File: src/rtl/iomem_bridge_master_pkg.sv
// Shared constants and types for the byte-stream to iomem bridge.
//   - Command opcodes ('W', 'R') and response bytes ('K', '?', 'T')
//   - FSM state encoding
//   - iomem address / data width
package iomem_bridge_master_pkg;

    localparam int unsigned AddrWidth = 32;
    localparam int unsigned DataWidth = 32;

    localparam logic [7:0] OpWrite = 8'h57;  // 'W'
    localparam logic [7:0] OpRead  = 8'h52;  // 'R'

    localparam logic [7:0] RespOk      = 8'h4B;  // 'K'
    localparam logic [7:0] RespBadOp   = 8'h3F;  // '?'
    localparam logic [7:0] RespTimeout = 8'h54;  // 'T'

    typedef enum logic [2:0] {
        StIdle  = 3'd0,
        StAddr  = 3'd1,
        StWdata = 3'd2,
        StBus   = 3'd3,
        StResp  = 3'd4
    } state_e;

endpackage

File: src/rtl/iomem_bridge_wdt.sv
// Bus wait watchdog: counts cycles the bridge waits for iomem_ready.
//   CLKOUT    : clock, rising edge
//   resetn    : synchronous active-low reset
//   clear_i   : force the count to zero (held while not in BUS)
//   enable_i  : count this cycle (waiting without ready)
//   limit_i   : count value at which expired_o asserts
//   expired_o : count has reached limit_i
module iomem_bridge_wdt (
    input  logic        CLKOUT,
    input  logic        resetn,
    input  logic        clear_i,
    input  logic        enable_i,
    input  logic [15:0] limit_i,
    output logic        expired_o
);

    logic [15:0] count_q;

    assign expired_o = (count_q == limit_i);

    // Saturates at the limit so a stalled FSM cannot wrap the counter.
    always_ff @(posedge CLKOUT) begin
        if (!resetn || clear_i) begin
            count_q <= 16'd0;
        end else if (enable_i && !expired_o) begin
            count_q <= count_q + 16'd1;
        end
    end

endmodule

File: src/rtl/iomem_bridge_master.sv
// Byte-stream command bridge acting as an iomem bus initiator.
// Commands: 'W' a3 a2 a1 a0 d3 d2 d1 d0 -> 'K'
//           'R' a3 a2 a1 a0             -> r3 r2 r1 r0
// Unknown opcode -> '?', bus wait beyond TIMEOUT_CYCLES -> 'T'.
//   CLKOUT, resetn            : clock, synchronous active-low reset
//   rx_valid/rx_ready/rx_data : command byte input
//   tx_valid/tx_ready/tx_data : response byte output
//   iomem_*                   : initiator side of the SoC iomem bus
module iomem_bridge_master
    import iomem_bridge_master_pkg::*;
#(
    parameter int unsigned TIMEOUT_CYCLES = 255
) (
    input  logic                 CLKOUT,
    input  logic                 resetn,
    input  logic                 rx_valid,
    output logic                 rx_ready,
    input  logic [7:0]           rx_data,
    output logic                 tx_valid,
    input  logic                 tx_ready,
    output logic [7:0]           tx_data,
    output logic                 iomem_valid,
    input  logic                 iomem_ready,
    output logic [3:0]           iomem_wstrb,
    output logic [AddrWidth-1:0] iomem_addr,
    output logic [DataWidth-1:0] iomem_wdata,
    input  logic [DataWidth-1:0] iomem_rdata
);

    localparam logic [15:0] TimeoutLimit = 16'(TIMEOUT_CYCLES);

    state_e               state_q, state_d;
    logic                 op_write_q, op_write_d;
    logic [1:0]           cnt_q, cnt_d;
    logic [1:0]           last_q, last_d;
    logic [3:0]           wstrb_q, wstrb_d;
    logic [AddrWidth-1:0] addr_q, addr_d;
    logic [DataWidth-1:0] wdata_q, wdata_d;
    // Response shift register; tx_data is always its top byte.
    logic [DataWidth-1:0] resp_q, resp_d;
    logic                 valid_q;
    logic                 rx_fire, tx_fire;
    logic                 wdt_expired;

    iomem_bridge_wdt u_wdt (
        .CLKOUT    (CLKOUT),
        .resetn    (resetn),
        .clear_i   (state_q != StBus),
        .enable_i  ((state_q == StBus) && !iomem_ready),
        .limit_i   (TimeoutLimit),
        .expired_o (wdt_expired)
    );

    assign rx_ready    = (state_q == StIdle) || (state_q == StAddr) || (state_q == StWdata);
    assign tx_valid    = (state_q == StResp);
    assign tx_data     = resp_q[DataWidth-1 -: 8];
    assign rx_fire     = rx_valid && rx_ready;
    assign tx_fire     = tx_valid && tx_ready;
    assign iomem_valid = valid_q;
    assign iomem_wstrb = wstrb_q;
    assign iomem_addr  = addr_q;
    assign iomem_wdata = wdata_q;

    always_comb begin
        state_d    = state_q;
        op_write_d = op_write_q;
        cnt_d      = cnt_q;
        last_d     = last_q;
        wstrb_d    = wstrb_q;
        addr_d     = addr_q;
        wdata_d    = wdata_q;
        resp_d     = resp_q;

        unique case (state_q)
            StIdle: begin
                if (rx_fire) begin
                    cnt_d = 2'd0;
                    if (rx_data == OpWrite || rx_data == OpRead) begin
                        op_write_d = (rx_data == OpWrite);
                        wstrb_d    = (rx_data == OpWrite) ? 4'hF : 4'h0;
                        state_d    = StAddr;
                    end else begin
                        resp_d  = {RespBadOp, 24'h0};
                        last_d  = 2'd0;
                        state_d = StResp;
                    end
                end
            end
            StAddr: begin
                if (rx_fire) begin
                    addr_d = {addr_q[AddrWidth-9:0], rx_data};
                    cnt_d  = cnt_q + 2'd1;
                    if (cnt_q == 2'd3) begin
                        state_d = op_write_q ? StWdata : StBus;
                    end
                end
            end
            StWdata: begin
                if (rx_fire) begin
                    wdata_d = {wdata_q[DataWidth-9:0], rx_data};
                    cnt_d   = cnt_q + 2'd1;
                    if (cnt_q == 2'd3) begin
                        state_d = StBus;
                    end
                end
            end
            StBus: begin
                cnt_d = 2'd0;
                // Ready is checked first so it wins over a coincident timeout.
                if (iomem_ready) begin
                    state_d = StResp;
                    if (op_write_q) begin
                        resp_d = {RespOk, 24'h0};
                        last_d = 2'd0;
                    end else begin
                        resp_d = iomem_rdata;
                        last_d = 2'd3;
                    end
                end else if (wdt_expired) begin
                    state_d = StResp;
                    resp_d  = {RespTimeout, 24'h0};
                    last_d  = 2'd0;
                end
            end
            StResp: begin
                if (tx_fire) begin
                    resp_d = {resp_q[DataWidth-9:0], 8'h00};
                    cnt_d  = cnt_q + 2'd1;
                    if (cnt_q == last_q) begin
                        cnt_d   = 2'd0;
                        state_d = StIdle;
                    end
                end
            end
            default: state_d = StIdle;
        endcase
    end

    always_ff @(posedge CLKOUT) begin
        if (!resetn) begin
            state_q    <= StIdle;
            op_write_q <= 1'b0;
            cnt_q      <= 2'd0;
            last_q     <= 2'd0;
            wstrb_q    <= 4'h0;
            addr_q     <= '0;
            wdata_q    <= '0;
            resp_q     <= '0;
            valid_q    <= 1'b0;
        end else begin
            state_q    <= state_d;
            op_write_q <= op_write_d;
            cnt_q      <= cnt_d;
            last_q     <= last_d;
            wstrb_q    <= wstrb_d;
            addr_q     <= addr_d;
            wdata_q    <= wdata_d;
            resp_q     <= resp_d;
            // Registered strobe: high exactly while the FSM sits in BUS.
            valid_q    <= (state_d == StBus);
        end
    end

endmodule

File: config.mk
export PLATFORM = sky130hd
export DESIGN_NAME = iomem_bridge_master
export DESIGN_NICKNAME = d
export VERILOG_FILES = /design/src/rtl/iomem_bridge_master_pkg.sv /design/src/rtl/iomem_bridge_wdt.sv /design/src/rtl/iomem_bridge_master.sv
export SDC_FILE = /design/constraint.sdc
export NUM_CORES = 1
export LEC_CHECK = 0
export CAP_MARGIN = 15
export CORE_ASPECT_RATIO = 2
export CORE_MARGIN = 4
export CORE_UTILIZATION = 40
export DETAILED_ROUTE_END_ITERATION = 12
export PLACE_DENSITY = 0.79
export SYNTH_ARGS = -nofsm -noshare
export SYNTH_HDL_FRONTEND = slang
export SYNTH_SLANG_ARGS = --single-unit
File: constraint.sdc
create_clock -name CLKOUT -period 1.9 [get_ports CLKOUT]
set_clock_uncertainty 0.05 [all_clocks]
set_input_delay 0.38 -clock CLKOUT [delete_from_list [all_inputs] [get_ports CLKOUT]]
set_output_delay 0.38 -clock CLKOUT [all_outputs]
set_load 0.01 [all_outputs]
# Yosys cells after proc, flatten, opt, wreduce, memory -nomap -nowiden
# Cells that the tools add are included.
[op_classes] addsub=2 n_eq_ne=16 muxes=31 n_reduce_logical=22
[ops] cell="$mux W32" n=6
[ops] cell="$pmux W32 S3" n=1
[ops] cell="$mux W3" n=10
[ops] cell="$mux W2" n=9
[ops] cell="$add A16 B1 Y16 const B" n=1
[ops] cell="$eq A16 B8 Y1 const B" n=1
[ops] cell="$eq A8 B7 Y1 const B" n=2
[ops] cell="$pmux W3 S5" n=1
[ops] cell="$eq A3 B2 Y1 const B" n=3
[ops] cell="$pmux W2 S4" n=1
[ops] cell="$reduce_and A4 Y1" n=2
[ops] cell="$ne A3 B2 Y1 const B" n=2
[ops] cell="$reduce_and A5 Y1" n=1
[ops] cell="$logic_and A1 B1 Y1" n=4
[ops] cell="$logic_or A1 B1 Y1" n=4
[ops] cell="$mux W4" n=1
[ops] cell="$ne A2 B1 Y1 const B" n=2
[ops] cell="$ne A2 B2 Y1 const B" n=2
[ops] cell="$pmux W2 S2" n=1
[ops] cell="$reduce_and A2 Y1" n=2
[ops] cell="$reduce_bool A4 Y1" n=1
[ops] cell="$eq A3 B1 Y1 const B" n=1
[ops] cell="$eq A3 B3 Y1 const B" n=1
[ops] cell="$logic_not A1 Y1" n=3
[ops] cell="9 further kinds" n=9
[totals] reg_bits=125 out_inout_bits=79 elab_cells=81

# Longest topological paths before layout
[depth] ltp_word=7 mapped_depth=8 mapped_depth_nobuf=6

# Hierarchy
# A second synthesis with hierarchy kept.
[hier_totals] cells_unflattened=670 hier_area_um2=5504.0
[modules_own_cells] mod="iomem_bridge_master" n_inst=1 cells_per_inst=555 area_each_um2=4456.8 seq_area_each_um2=2082.0
[modules_own_cells] mod="iomem_bridge_wdt" n_inst=1 cells_per_inst=115 area_each_um2=1047.3 seq_area_each_um2=320.3

# Least setup slack after synthesis
# OpenSTA, ideal clock, no wires.
[synth_timing] kind="reg-to-reg" start="reg u_wdt.count_q[0]" end="reg resp_q[22]" setup_time_ns=0.143 arrival_time_ns=1.649 slack_ns=0.057 path_stages_with_launch=9 n_path_buf=2 period_less_slack_ns=1.843 path_cell_list="dfxtp_1 ha_1 and3_1 nand4_4 a32oi_2 and2_1 buf_6 buf_6 a211oi_1"
[synth_between] elab_chain_len=3
[synth_rtl] item="from (decl)" line="iomem_bridge_wdt.sv:17" source="logic [15:0] count_q;"
[synth_rtl] item="from (signal assigned)" line="iomem_bridge_wdt.sv:26" source="count_q <= count_q + 16'd1;"
[synth_rtl] item="$eq A16 B8 Y1" line="iomem_bridge_wdt.sv:19" source="assign expired_o = (count_q == limit_i);"
[synth_rtl] item="$ne A3 B2 Y1 (no line)"
[synth_rtl] item="$reduce_and A5 Y1 (no line)"
[synth_rtl] item="to (signal assigned)" line="iomem_bridge_master.sv:158" source="resp_q <= resp_d;"
[synth_rtl] item="to (decl)" line="iomem_bridge_master.sv:40" source="logic [DataWidth-1:0] resp_q, resp_d;"
# No other way between the ends.
# A chain may end at the register's enable or synchronous reset.

# Worst setup path in the final report
[layout_timing] start="reg u_wdt.count_q[10]" end="reg resp_q[24]"
# The elaborated chain is that of the path after synthesis.

==> impl_metrics.ini <==
[outcome]
status = finished, final reports clean

[place]
dpl.hpwl_mm = 10.4
portBuffers = 123
post-place-ws_ps = -325
gp_congestion = 0.926
dpl.cell_count = 910
place_area_sq_um = 6900

[logic_synthesis]
netlist_area_sq_um = 5170
synth_flop_cell = dfxtp_1
async_flop_share_pct = 0
yosysTopAreaCellShare_pct = 46.5
synth_edf_count = 0
ys_seq_elements = 120
synth_nets = 669
postSynthCellCount = 622
synth_cell_type_count = 55
yosys_warnings = 0
post_synth.cell_area_avg_sq_um = 8.31
synth_seq_area_share_pct = 46.5
synth_top_area_cell = dfxtp_1
ys_top_cells_by_area = dfxtp_1 (47%), nand2_1 (12%), a21oi_1 (8.0%)

[worst_hold_path]
min_path_type = reg -> reg

[worst_setup_path]
cp.arrival_ps = 2130
criticalPathCategory = reg -> reg
worst_ep_required_time_ps = 2180
endpoint_kind = flip-flop
path_max_fanout = 7
critPathLaunchType = flip-flop

[layout]
layout_commonest_cell = nand2_1
stdcell_area_sq_um = 7520
area_growth_pct = 45.6
layoutNonFillerInstCount = 944
fin_nets = 828
layout.cells.most_common_list = nand2_1 (163), clkdlybuf4s50_1 (121), dfxtp_1 (116), a21oi_1 (83), buf_4 (63)
n_antenna_cell = 0
layout-drive-gt1-share_pct = 17.3

[sta]
maxSlewViolCount = 0
max_freq_mhz = 539
fin_crit_ps = 1850
layout_setup_ws_ps = 45.8
hold_violations = 0
setup_viol = 0
rsz0062_at_grt = yes
timing.final.crit_share_pct = 97.6
worst_pin_slew_ps = 376
slew_headroom_pct = 75.0

[die]
die_x_microns = 88.4
initial_core_util_pct = 40.9
die_area_sq_um = 14900
die_y_microns = 169
io_pins = 124
core_sq_um = 12600
rows = 58

[clock_network]
cts_buffers = 17
cts_tree = yes
post-cts-setup-buffer-count = 0
postCtsHoldBufs = 0
h-tree-depth = 4
cts_buffer_depth = 2
clock_latency_ps = 410
cts_root_buf = clkbuf_16
cts_sinks = 120
clkTransAtPathRegs_ps = 60

[global_route]
grt_usage_pct = 19.7
grt_pass1_wl_mm = 22.9
grt_max_degree = 49
grt_pass1_vias = 4746
overflow = 0
antenna_found_initial = 0

[detailed_routing]
drt_pass1_iterations = 5
vias = 5011
drcViolationCount = 0
drt_iter0_markers = 277
wl_mm = 14.7
via_per_inst = 5.31
wl_per_cell_microns = 15.6
ant_nets = 0

[power]
p_per_area_nw_per_um2 = 805
leakage_nw = 2.66
ir_drop_uv = 660

[flow_run]
maxCapViolCount = 0
==> stage by stage <==
stage	TNS [ps]	power, mW	hold WS, ps	util [%]
5_1_grt	-118	6.26	416	59.6
6_report	0	6.06	399	59.6
3_3_place_gp	-10500	3.14	386	54.7
3_5_place_dp	-13540	3.14	392	54.7
2_1_floorplan	0	2.93	379	-
4_1_cts	0	6.05	400	59.0
==> area by class of cell <==
cell class	count	area [sq um]
clock buffer	20	437
clock inverter	12	104
fill	1096	5110
inverter	6	22.5
multi-input combinational	438	2420
sequential	120	2410
tap	150	188
timing repair buffer	198	1940
==> layer usage <==
layer	vias to the layer above	wire length, microns	track usage, %
li1	2441	-	-
met3	38	760	4.82
met4	0	525	9.34
met1	2375	5310	20.7
met5	-	0	0
met2	157	8090	35.5
==> repair_timing <==
action	in CTS	in global routing
cloned	0	2
setup endpoints to repair	9	16
pin swaps	0	4
hold endpoints to repair	0	0
gates resized for setup	7	5
==> flip-flops by register name (all words and copies together) (netlist names) <==
| register | flops |
|---|---|
| iomem_addr | 32 |
| iomem_wdata | 32 |
| resp_q | 32 |
| u_wdt.count_q | 16 |
| state_q | 3 |
| cnt_q | 2 |
| iomem_valid | 1 |
| iomem_wstrb | 1 |
| last_q | 1 |
==> synthesized netlist by cell type, drive strengths merged, types with 7 or more instances <==
library cell / instances
and3: 7
a21oi: 92
dfxtp: 120
nand2: 163
clkbuf: 30
nor2: 24
o21ai: 22
buf: 28
nand3: 19
xor2: 13
a211oi: 17
nand4: 9
a22oi: 17
==> cells by family after synthesis <==
group	synth area share (%)
simple gates	21.9
compound gates	20.4
flops	46.5
buf+inv	6.93
xor+xnor	2.54
mux	1.19
fa+ha+maj	0.484
==> power breakdown <==
part | switching (mW) | internal, mW
sequential | 0.0344 | 2.57
combinational | 0.243 | 0.286
clock | 1.13 | 1.79
==> path summary, 6_finish.rpt <==
kind / start / end / slack (ps) / depth (start not counted)
worst min-delay path: resp_q[7] / resp_q[7] / 400 / 2
worst min register to register: resp_q[7] / resp_q[7] / 400 / 2
worst max-delay path: u_wdt.count_q[10] / resp_q[24] / 50 / 6
worst max register to register: u_wdt.count_q[10] / resp_q[24] / 50 / 6
==> critical path, stage by stage (launching register included) <==
cell and delay [ps]:
dfxtp_2 340, nor4_4 360, nand4_4 150, a32oi_4 250
and2_4 270, buf_12 140, mux2i_1 210
No activity file was read; power rests on OpenSTA's default activity.
